===== src/rtl/axi_mst_gen.sv =====
// axi_mst_gen: AXI4 master traffic generator with read-back check.
// Each run writes NUM_BURST INCR bursts of BURST_LEN beats, starting at BASE_ADDR.
// After each write burst it reads the same burst back and compares every beat
// against the pattern (global beat index XOR 0xA5A5_A5A5).
// Ports:
//   clk, rst_n            single clock, synchronous active-low reset
//   start                 one-cycle pulse, starts a run when idle
//   busy, done            run in progress / one-cycle completion pulse
//   rd_data_err, err_cnt  sticky error flag / saturating count of bad beats and responses
//   aw*, w*, b*           write address, write data and write response channels
//   ar*, r*               read address and read data channels
module axi_mst_gen #(
    parameter int unsigned           ADDR_WIDTH = 32,
    parameter int unsigned           DATA_WIDTH = 32,
    parameter int unsigned           BURST_LEN  = 8,
    parameter int unsigned           NUM_BURST  = 16,
    parameter logic [ADDR_WIDTH-1:0] BASE_ADDR  = '0
) (
    input  logic                    clk,
    input  logic                    rst_n,
    input  logic                    start,
    output logic                    busy,
    output logic                    done,
    output logic                    rd_data_err,
    output logic [15:0]             err_cnt,
    // write address channel
    output logic [ADDR_WIDTH-1:0]   awaddr,
    output logic [7:0]              awlen,
    output logic [2:0]              awsize,
    output logic [1:0]              awburst,
    output logic                    awvalid,
    input  logic                    awready,
    // write data channel
    output logic [DATA_WIDTH-1:0]   wdata,
    output logic [DATA_WIDTH/8-1:0] wstrb,
    output logic                    wlast,
    output logic                    wvalid,
    input  logic                    wready,
    // write response channel
    input  logic [1:0]              bresp,
    input  logic                    bvalid,
    output logic                    bready,
    // read address channel
    output logic [ADDR_WIDTH-1:0]   araddr,
    output logic [7:0]              arlen,
    output logic [2:0]              arsize,
    output logic [1:0]              arburst,
    output logic                    arvalid,
    input  logic                    arready,
    // read data channel
    input  logic [DATA_WIDTH-1:0]   rdata,
    input  logic [1:0]              rresp,
    input  logic                    rlast,
    input  logic                    rvalid,
    output logic                    rready
);

    localparam int unsigned STRB_W      = DATA_WIDTH / 8;
    localparam int unsigned SIZE_LOG2   = $clog2(STRB_W);
    localparam int unsigned BURST_BYTES = BURST_LEN * STRB_W;
    localparam int unsigned BURST_W     = (NUM_BURST > 1) ? $clog2(NUM_BURST) : 1;
    localparam int unsigned IDX_W       = 32;
    localparam int unsigned BEAT_W      = 8;

    localparam logic [BEAT_W-1:0]     LAST_BEAT  = BEAT_W'(BURST_LEN - 1);
    localparam logic [BURST_W-1:0]    LAST_BURST = BURST_W'(NUM_BURST - 1);
    localparam logic [DATA_WIDTH-1:0] PATTERN    = {(DATA_WIDTH / 32){32'hA5A5_A5A5}};

    typedef enum logic [2:0] {
        ST_IDLE,
        ST_AW,
        ST_W,
        ST_B,
        ST_AR,
        ST_R,
        ST_NEXT
    } state_t;

    state_t               state;
    logic [BURST_W-1:0]   burst_q;
    logic [IDX_W-1:0]     base_idx_q;   // global index of beat 0 of the current burst
    logic [BEAT_W-1:0]    beat_q;       // beat within the current W or R burst
    logic [ADDR_WIDTH-1:0] addr_q;

    logic [IDX_W-1:0]     rd_idx_c;
    logic                 rlast_err_c;
    logic                 beat_err_c;
    logic                 err_hit_c;

    // Expected data for a given global beat index.
    function automatic logic [DATA_WIDTH-1:0] beat_data(input logic [IDX_W-1:0] idx);
        return DATA_WIDTH'(idx) ^ PATTERN;
    endfunction

    // Static burst attributes; write and read-back share the burst address.
    assign awlen   = 8'(BURST_LEN - 1);
    assign arlen   = 8'(BURST_LEN - 1);
    assign awsize  = 3'(SIZE_LOG2);
    assign arsize  = 3'(SIZE_LOG2);
    assign awburst = 2'b01;
    assign arburst = 2'b01;
    assign wstrb   = '1;
    assign awaddr  = addr_q;
    assign araddr  = addr_q;

    // Per-handshake error detection on B and R. An rlast anomaly is judged only
    // up to the expected last beat, so a late rlast is counted just once.
    always_comb begin
        rd_idx_c    = base_idx_q + IDX_W'(beat_q);
        rlast_err_c = ((beat_q < LAST_BEAT) && rlast) || ((beat_q == LAST_BEAT) && !rlast);
        beat_err_c  = (rdata != beat_data(rd_idx_c)) || (rresp != 2'b00) || rlast_err_c;
        err_hit_c   = 1'b0;
        if (state == ST_B && bvalid && bready && bresp != 2'b00) begin
            err_hit_c = 1'b1;
        end
        if (state == ST_R && rvalid && rready && beat_err_c) begin
            err_hit_c = 1'b1;
        end
    end

    // Control FSM, channel outputs and error accounting.
    always_ff @(posedge clk) begin
        if (!rst_n) begin
            state       <= ST_IDLE;
            burst_q     <= '0;
            base_idx_q  <= '0;
            beat_q      <= '0;
            addr_q      <= BASE_ADDR;
            wdata       <= '0;
            wlast       <= 1'b0;
            awvalid     <= 1'b0;
            wvalid      <= 1'b0;
            bready      <= 1'b0;
            arvalid     <= 1'b0;
            rready      <= 1'b0;
            busy        <= 1'b0;
            done        <= 1'b0;
            rd_data_err <= 1'b0;
            err_cnt     <= '0;
        end else begin
            if (err_hit_c) begin
                rd_data_err <= 1'b1;
                if (err_cnt != 16'hFFFF) begin
                    err_cnt <= err_cnt + 16'd1;
                end
            end

            case (state)
                ST_IDLE: begin
                    // busy is still high during the done cycle, so a start there is ignored
                    done <= 1'b0;
                    busy <= 1'b0;
                    if (start && !busy) begin
                        busy       <= 1'b1;
                        burst_q    <= '0;
                        base_idx_q <= '0;
                        addr_q     <= BASE_ADDR;
                        awvalid    <= 1'b1;
                        state      <= ST_AW;
                    end
                end

                ST_AW: begin
                    if (awvalid && awready) begin
                        awvalid <= 1'b0;
                        wvalid  <= 1'b1;
                        wdata   <= beat_data(base_idx_q);
                        wlast   <= (LAST_BEAT == '0);
                        beat_q  <= '0;
                        state   <= ST_W;
                    end
                end

                ST_W: begin
                    // next beat is loaded in the handshake cycle, keeping W bubble-free
                    if (wvalid && wready) begin
                        if (wlast) begin
                            wvalid <= 1'b0;
                            wlast  <= 1'b0;
                            bready <= 1'b1;
                            state  <= ST_B;
                        end else begin
                            beat_q <= beat_q + 1'b1;
                            wdata  <= beat_data(base_idx_q + IDX_W'(beat_q) + 1'b1);
                            wlast  <= ((beat_q + 1'b1) == LAST_BEAT);
                        end
                    end
                end

                ST_B: begin
                    if (bvalid && bready) begin
                        bready  <= 1'b0;
                        arvalid <= 1'b1;
                        state   <= ST_AR;
                    end
                end

                ST_AR: begin
                    if (arvalid && arready) begin
                        arvalid <= 1'b0;
                        rready  <= 1'b1;
                        beat_q  <= '0;
                        state   <= ST_R;
                    end
                end

                ST_R: begin
                    // the burst ends on the slave's rlast, wherever it lands
                    if (rvalid && rready) begin
                        beat_q <= beat_q + 1'b1;
                        if (rlast) begin
                            rready <= 1'b0;
                            state  <= ST_NEXT;
                        end
                    end
                end

                ST_NEXT: begin
                    if (burst_q == LAST_BURST) begin
                        done  <= 1'b1;
                        state <= ST_IDLE;
                    end else begin
                        burst_q    <= burst_q + 1'b1;
                        base_idx_q <= base_idx_q + IDX_W'(BURST_LEN);
                        addr_q     <= addr_q + ADDR_WIDTH'(BURST_BYTES);
                        awvalid    <= 1'b1;
                        state      <= ST_AW;
                    end
                end

                default: begin
                    state <= ST_IDLE;
                end
            endcase
        end
    end

endmodule


===== config.mk =====
export PLATFORM = sky130hd
export DESIGN_NAME = axi_mst_gen
export DESIGN_NICKNAME = d
export VERILOG_FILES = /design/src/rtl/axi_mst_gen.sv
export SDC_FILE = /design/constraint.sdc
export NUM_CORES = 1
export LEC_CHECK = 0
export CAP_MARGIN = 20
export CORE_MARGIN = 2
export CORE_UTILIZATION = 50
export CTS_BUF_LIST = sky130_fd_sc_hd__clkbuf_4 sky130_fd_sc_hd__clkbuf_8
export CTS_CLUSTER_DIAMETER = 150
export DETAILED_ROUTE_END_ITERATION = 6
export PLACE_DENSITY = 0.9
export RECOVER_POWER = 100
export SLEW_MARGIN = 20
export SYNTH_ARGS = -nofsm -noshare
export SYNTH_HDL_FRONTEND = slang
export SYNTH_SLANG_ARGS = --single-unit

===== constraint.sdc =====
create_clock -name clk -period 3.8 [get_ports clk]
set_clock_uncertainty 0.2 [all_clocks]
set_input_delay 0.38 -clock clk [delete_from_list [all_inputs] [get_ports clk]]
set_output_delay 0.38 -clock clk [all_outputs]
set_load 0.05 [all_outputs]

== Yosys cells after proc, flatten, opt, wreduce, memory -nomap -nowiden ==
Cells that the tools add are included.
Operators by class
  add/subtract/negate cells: 7
  magnitude comparators: 1
  eq/ne operators: 22
  multiplexer cells: 55
  bitwise logic cells: 3
  reductions and logical operators: 41
Operator list (count)
  32-bit two-way mux: 6
  32-bit case mux with 2 select lines: 3
  16-bit inverter: 3
  8-bit two-way mux: 5
  32-bit by 1-bit adder with 32-bit output, second input constant: 1
  32-bit by 4-bit adder with 32-bit output, second input constant: 1
  32-bit by 6-bit adder with 32-bit output, second input constant: 1
  32-bit by 8-bit adder with 32-bit output: 1
  32-bit inequality test: 1
  8-bit case mux with 4 select lines: 1
  3-bit two-way mux: 8
  1-bit two-way mux: 21
  3-bit case mux with 7 select lines: 1
  4-bit AND reduction: 5
  2-bit inequality test, second input constant: 9
  16-bit by 1-bit adder with 16-bit output, second input constant: 1
  8-bit by 3-bit == test with 1-bit output, second input constant: 2
  16-bit inequality test, second input constant: 1
  1-bit logical AND: 14
  2-bit nonzero test: 7
  1-bit case mux with 2 select lines: 6
  3-bit == test, second input constant: 3
  3-bit AND reduction: 3
  8-bit by 1-bit adder with 8-bit output, second input constant: 1
  17 further kinds: 24
Storage, ports and cells
  flip-flop bits (word level): 136
  output and inout port bits: 151
  word-level logic and storage cells: 145

== Longest topological paths before layout ==
  depth in word-level cells: 8
  depth in mapped cells: 15
  gate-level depth less buffers: 11

== Worst setup path after synthesis ==
No wires, ideal clock.
  path kind: register to register
  start: register beat_q[6]
  end: register wdata[28]
  setup time: 0.131 ns
  arrival: 3.022 ns
  required time: 3.469 ns
  slack: 0.447 ns
  stages on the path, launching flop included: 13
  cell sequence: dfxtp_1 -> ha_1 -> a21o_1 -> a21o_1 -> buf_2 -> o211ai_1 -> xor2_1 -> or4_4 -> or3_4 -> o31ai_1 -> nand2_1 -> xnor2_1 -> o22ai_1
On the way
  word-level cells in the longest chain between the ends: 5
RTL lines
  from (decl): RTL line 82  | logic [BEAT_W-1:0] beat_q;
  from (signal assigned): RTL line 183  | beat_q <= beat_q + 1'b1;
  from (signal assigned): RTL line 210  | beat_q <= beat_q + 1'b1;
  32-bit by 8-bit adder with 32-bit output: RTL line 184  | wdata <= beat_data(base_idx_q + IDX_W'(beat_q) + 1'b1);
  32-bit by 1-bit adder with 32-bit output: RTL line 184
  32-bit two-way mux: RTL line 177  | if (wlast) begin
  32-bit two-way mux: RTL line 176  | if (wvalid && wready) begin
  32-bit case mux with 2 select lines: RTL line 148  | case (state)
  to (signal assigned): RTL line 167  | wdata <= beat_data(base_idx_q);
  to (signal assigned): RTL line 184
  to (decl): RTL line 34  | output logic [DATA_WIDTH-1:0] wdata,
Every way passes these cells. The select of a mux whose other input is x is not followed.
A chain may end at the register's enable or synchronous reset.

== Worst setup path in the final report ==
  start: register beat_q[6]
  end: register err_cnt[12]
On the way
  word-level cells in the longest chain between the ends: 8
RTL lines
  32-bit by 8-bit adder with 32-bit output: RTL line 109  | rd_idx_c = base_idx_q + IDX_W'(beat_q);
  16-bit inverter (no line)
  32-bit inequality test: RTL line 111  | beat_err_c = (rdata != beat_data(rd_idx_c)) || (rresp != 2'b00) || rlast_err_c;
  1-bit logical OR: RTL line 111
  1-bit logical OR (*): RTL line 111
  1-bit logical AND (*): RTL line 116  | if (state == ST_R && rvalid && rready && beat_err_c) begin
  1-bit two-way mux (*): RTL line 116
  2-bit AND reduction (no line) (*)
  to (signal assigned): RTL line 144  | err_cnt <= err_cnt + 16'd1;
  to (decl): RTL line 25  | output logic [15:0] err_cnt,
Every way passes the cells marked *; elsewhere a longest branch is shown, timed or not.

==> run summary <==
Status: completed
Post-synth EDFFs: 0
Req. time, crit path: 3.97 ns
Netlist cell types: 78
Htree depth: 4
Final setup vio count: 0
Number of buffers created by CTS: 17
Synth Cell Area: 8419 um2
IO Port Bufs: 155
Remaining antenna violation count: 0
Grt total ovfl: 0
Reg clk slew, reported paths: 0.08 ns
Initial antenna violation count: 0
CTS Buffer Depth: 2
Core area: 16520 um2
RSZ-0062 raised after global routing: yes
CTS tree: done
Via count: 8342
Layout cells sized above 1: 0.09829
Wire per inst: 17.50 um
DR iter-0 viols: 735
GR Util All Layers: 0.2799
Asr flop ratio synth: 0
DRC Markers: 0
Worst Path Max Fanout: 10
Register area share after synthesis: 0.3044
Max-cap violations: 0
Startpoint Class: flop
Routed wire length: 25.39 mm
Average cell area after synthesis: 7.788 um2
Die Footprint: 17890 um2
Nets: 1275
Fin crit share: 0.9729
Number of global-route vias before repair: 7737
Drt via density: 5.749
I/O pins: 196
Post-Syn Instances: 1081
Clock root cell: clkbuf_8
Die W: 133.8 um
Placed cell count: 1419
Top cell type by total area after synthesis: dfxtp_1
Area after DPL: 10040 um2
CP arrival: 3.87 ns
Diodes inserted: 0
Rel. slew slack: 0.1329
First-pass GRT wire length: 40.08 mm
Min-Delay Path Class: flop to flop
Final std cells w/o fill: 1451
Critical path endpoint category: flop
Die height: 133.8 um
Most frequent cells after synthesis: dfxtp_1, nor2_1, nand2_1
Top cell type's share of synthesized area: 0.3044
RePlAce Congestion: 0.9659
Worst-Margin Slew: 1.301 ns
Slew Viols, Final: 0
Synth Warn #: 0
Fin. Hold Viols: 0
Leak: 4.033 nW
Clock Latency Late Sink: 0.46 ns
Top_reg_cell synth: dfxtp_1
Area Overhead vs Synth: 25.00%
Cell area after layout: 10520 um2
Min Tclk post-route: 3.697 ns
Clk sink count: 128
Power density over the cells: 350.6 nW/um2
Top-count cell post-synth: dfxtp_1
Max VDD drop: 0.2932 mV
Peak Freq: 0.2705 GHz
Starting density of the core: 0.5095
TritonRoute pass-1 iters: 5
Setup CP Type: flop to flop
Ranking of synthesized cells by area: dfxtp_1, xor2_1, xnor2_1
Row cnt: 47
Final HPWL DP: 18.86 mm
FF+latch count, synth: 128
Largest net degree at the start of global routing: 61
-- sequential cells by signal, summed over array words and instances (netlist names) --
name,count
burst_q,4
err_cnt,16
awvalid,1
wvalid,1
rd_data_err,1
done,1
base_idx_q,29
busy,1
arvalid,1
state,3
araddr,27
beat_q,8
wdata,32
rready,1
wlast,1
bready,1
-- stage by stage --
stage               worst slack [ns]  power [W]    TNS (ns)  hold slack (ns)    util
finish                        0.1029   0.003690           0           0.2546  0.6369
global route                -0.08533   0.003824     -0.3816           0.2860  0.6369
CTS                          0.06051   0.003713           0           0.2636  0.6348
detailed placement        -0.0001965   0.002377  -0.0001965           0.2457  0.6074
global placement             0.08975   0.002362           0           0.2466  0.6074
floorplan                     0.4472   0.002138           0           0.2799       -
-- power breakdown --
part,internal (W),total (W),leakage [nW],switching [W]
logic,0.000260,0.000868,2.78,0.000608
registers,0.00140,0.00147,1.03,0.0000722
clock network,0.000761,0.00135,0.223,0.000591
total,0.00242,0.00369,4.03,0.00127
-- metal layers --
layer / global-route usage / part of all wire
met1: 0.3662 / 0.43
met2: 0.4578 / 0.46
met3: 0.05061 / 0.078
met4: 0.1099 / 0.031
met5: 0 / 0
-- repair_timing --
item                                    4_1_cts  5_1_grt
endpoints found under the setup margin        1       30
resized for setup                             1       12
hold buffers                                  0        0
hold endpoints to repair                      0        0
setup buffers                                 0        0
-- logic make-up (layout without fill, tap and decap cells) --
group / count (synthesis) / after routing / synth area share
simple gates: 437 / 437 / 0.2607
compound gates: 209 / 209 / 0.1581
buf+inv: 146 / 258 / 0.1002
xor+xnor: 136 / 136 / 0.1447
flops: 128 / 128 / 0.3044
fa+ha+maj: 13 / 13 / 0.01902
mux: 10 / 10 / 0.01204
other cells: 2 / 40 / 0.0008920
-- critical path, stage by stage (launching register included) --
cell and delay [ns]:
dfxtp_1 0.42, ha_2 0.39, a21o_1 0.29, a21o_2 0.32
o2111ai_1 0.24, xor2_1 0.48, xnor2_1 0.18, o2111a_1 0.23
nand4_2 0.21, buf_4 0.25, and3_1 0.16, a311oi_1 0.24
-- final timing paths --
path                                 from           to  slack, ns  depth (start not counted)
worst max-delay path            beat_q[6]  err_cnt[12]       0.10                         11
worst min-delay path            wdata[18]    wdata[18]       0.25                          2
worst max register to register  beat_q[6]  err_cnt[12]       0.10                         11
worst min register to register  wdata[18]    wdata[18]       0.25                          2
-- layout by cell type, fill, tap and decap left out, drive strengths merged, types with 11 or more instances in the layout --
| cell type | count |
|---|---|
| nand3 | 57 |
| o21ai | 45 |
| nand2 | 99 |
| or3 | 15 |
| buf | 51 |
| xnor2 | 62 |
| clkdlybuf4s50 | 43 |
| dlygate4sd3 | 112 |
| ha | 12 |
| clkbuf | 26 |
| a211oi | 11 |
| nand4 | 27 |
| nor3 | 27 |
| a21oi | 71 |
| conb | 40 |
| nand2b | 14 |
| inv | 15 |
| xor2 | 72 |
| and3 | 18 |
| dfxtp | 128 |
| nor2 | 123 |
| nor4 | 12 |
-- cell type report --
| class | count | area [um2] |
|---|---|---|
| inverter | 14 | 52.55 |
| multi-input combinational | 845 | 5225 |
| sequential | 128 | 2562 |
| tap | 220 | 275.3 |
| fill | 1399 | 6001 |
| clock inverter | 12 | 180.2 |
| clock buffer | 20 | 269.0 |
| timing repair buffer | 212 | 1959 |
(Power assumes the default switching activity.)
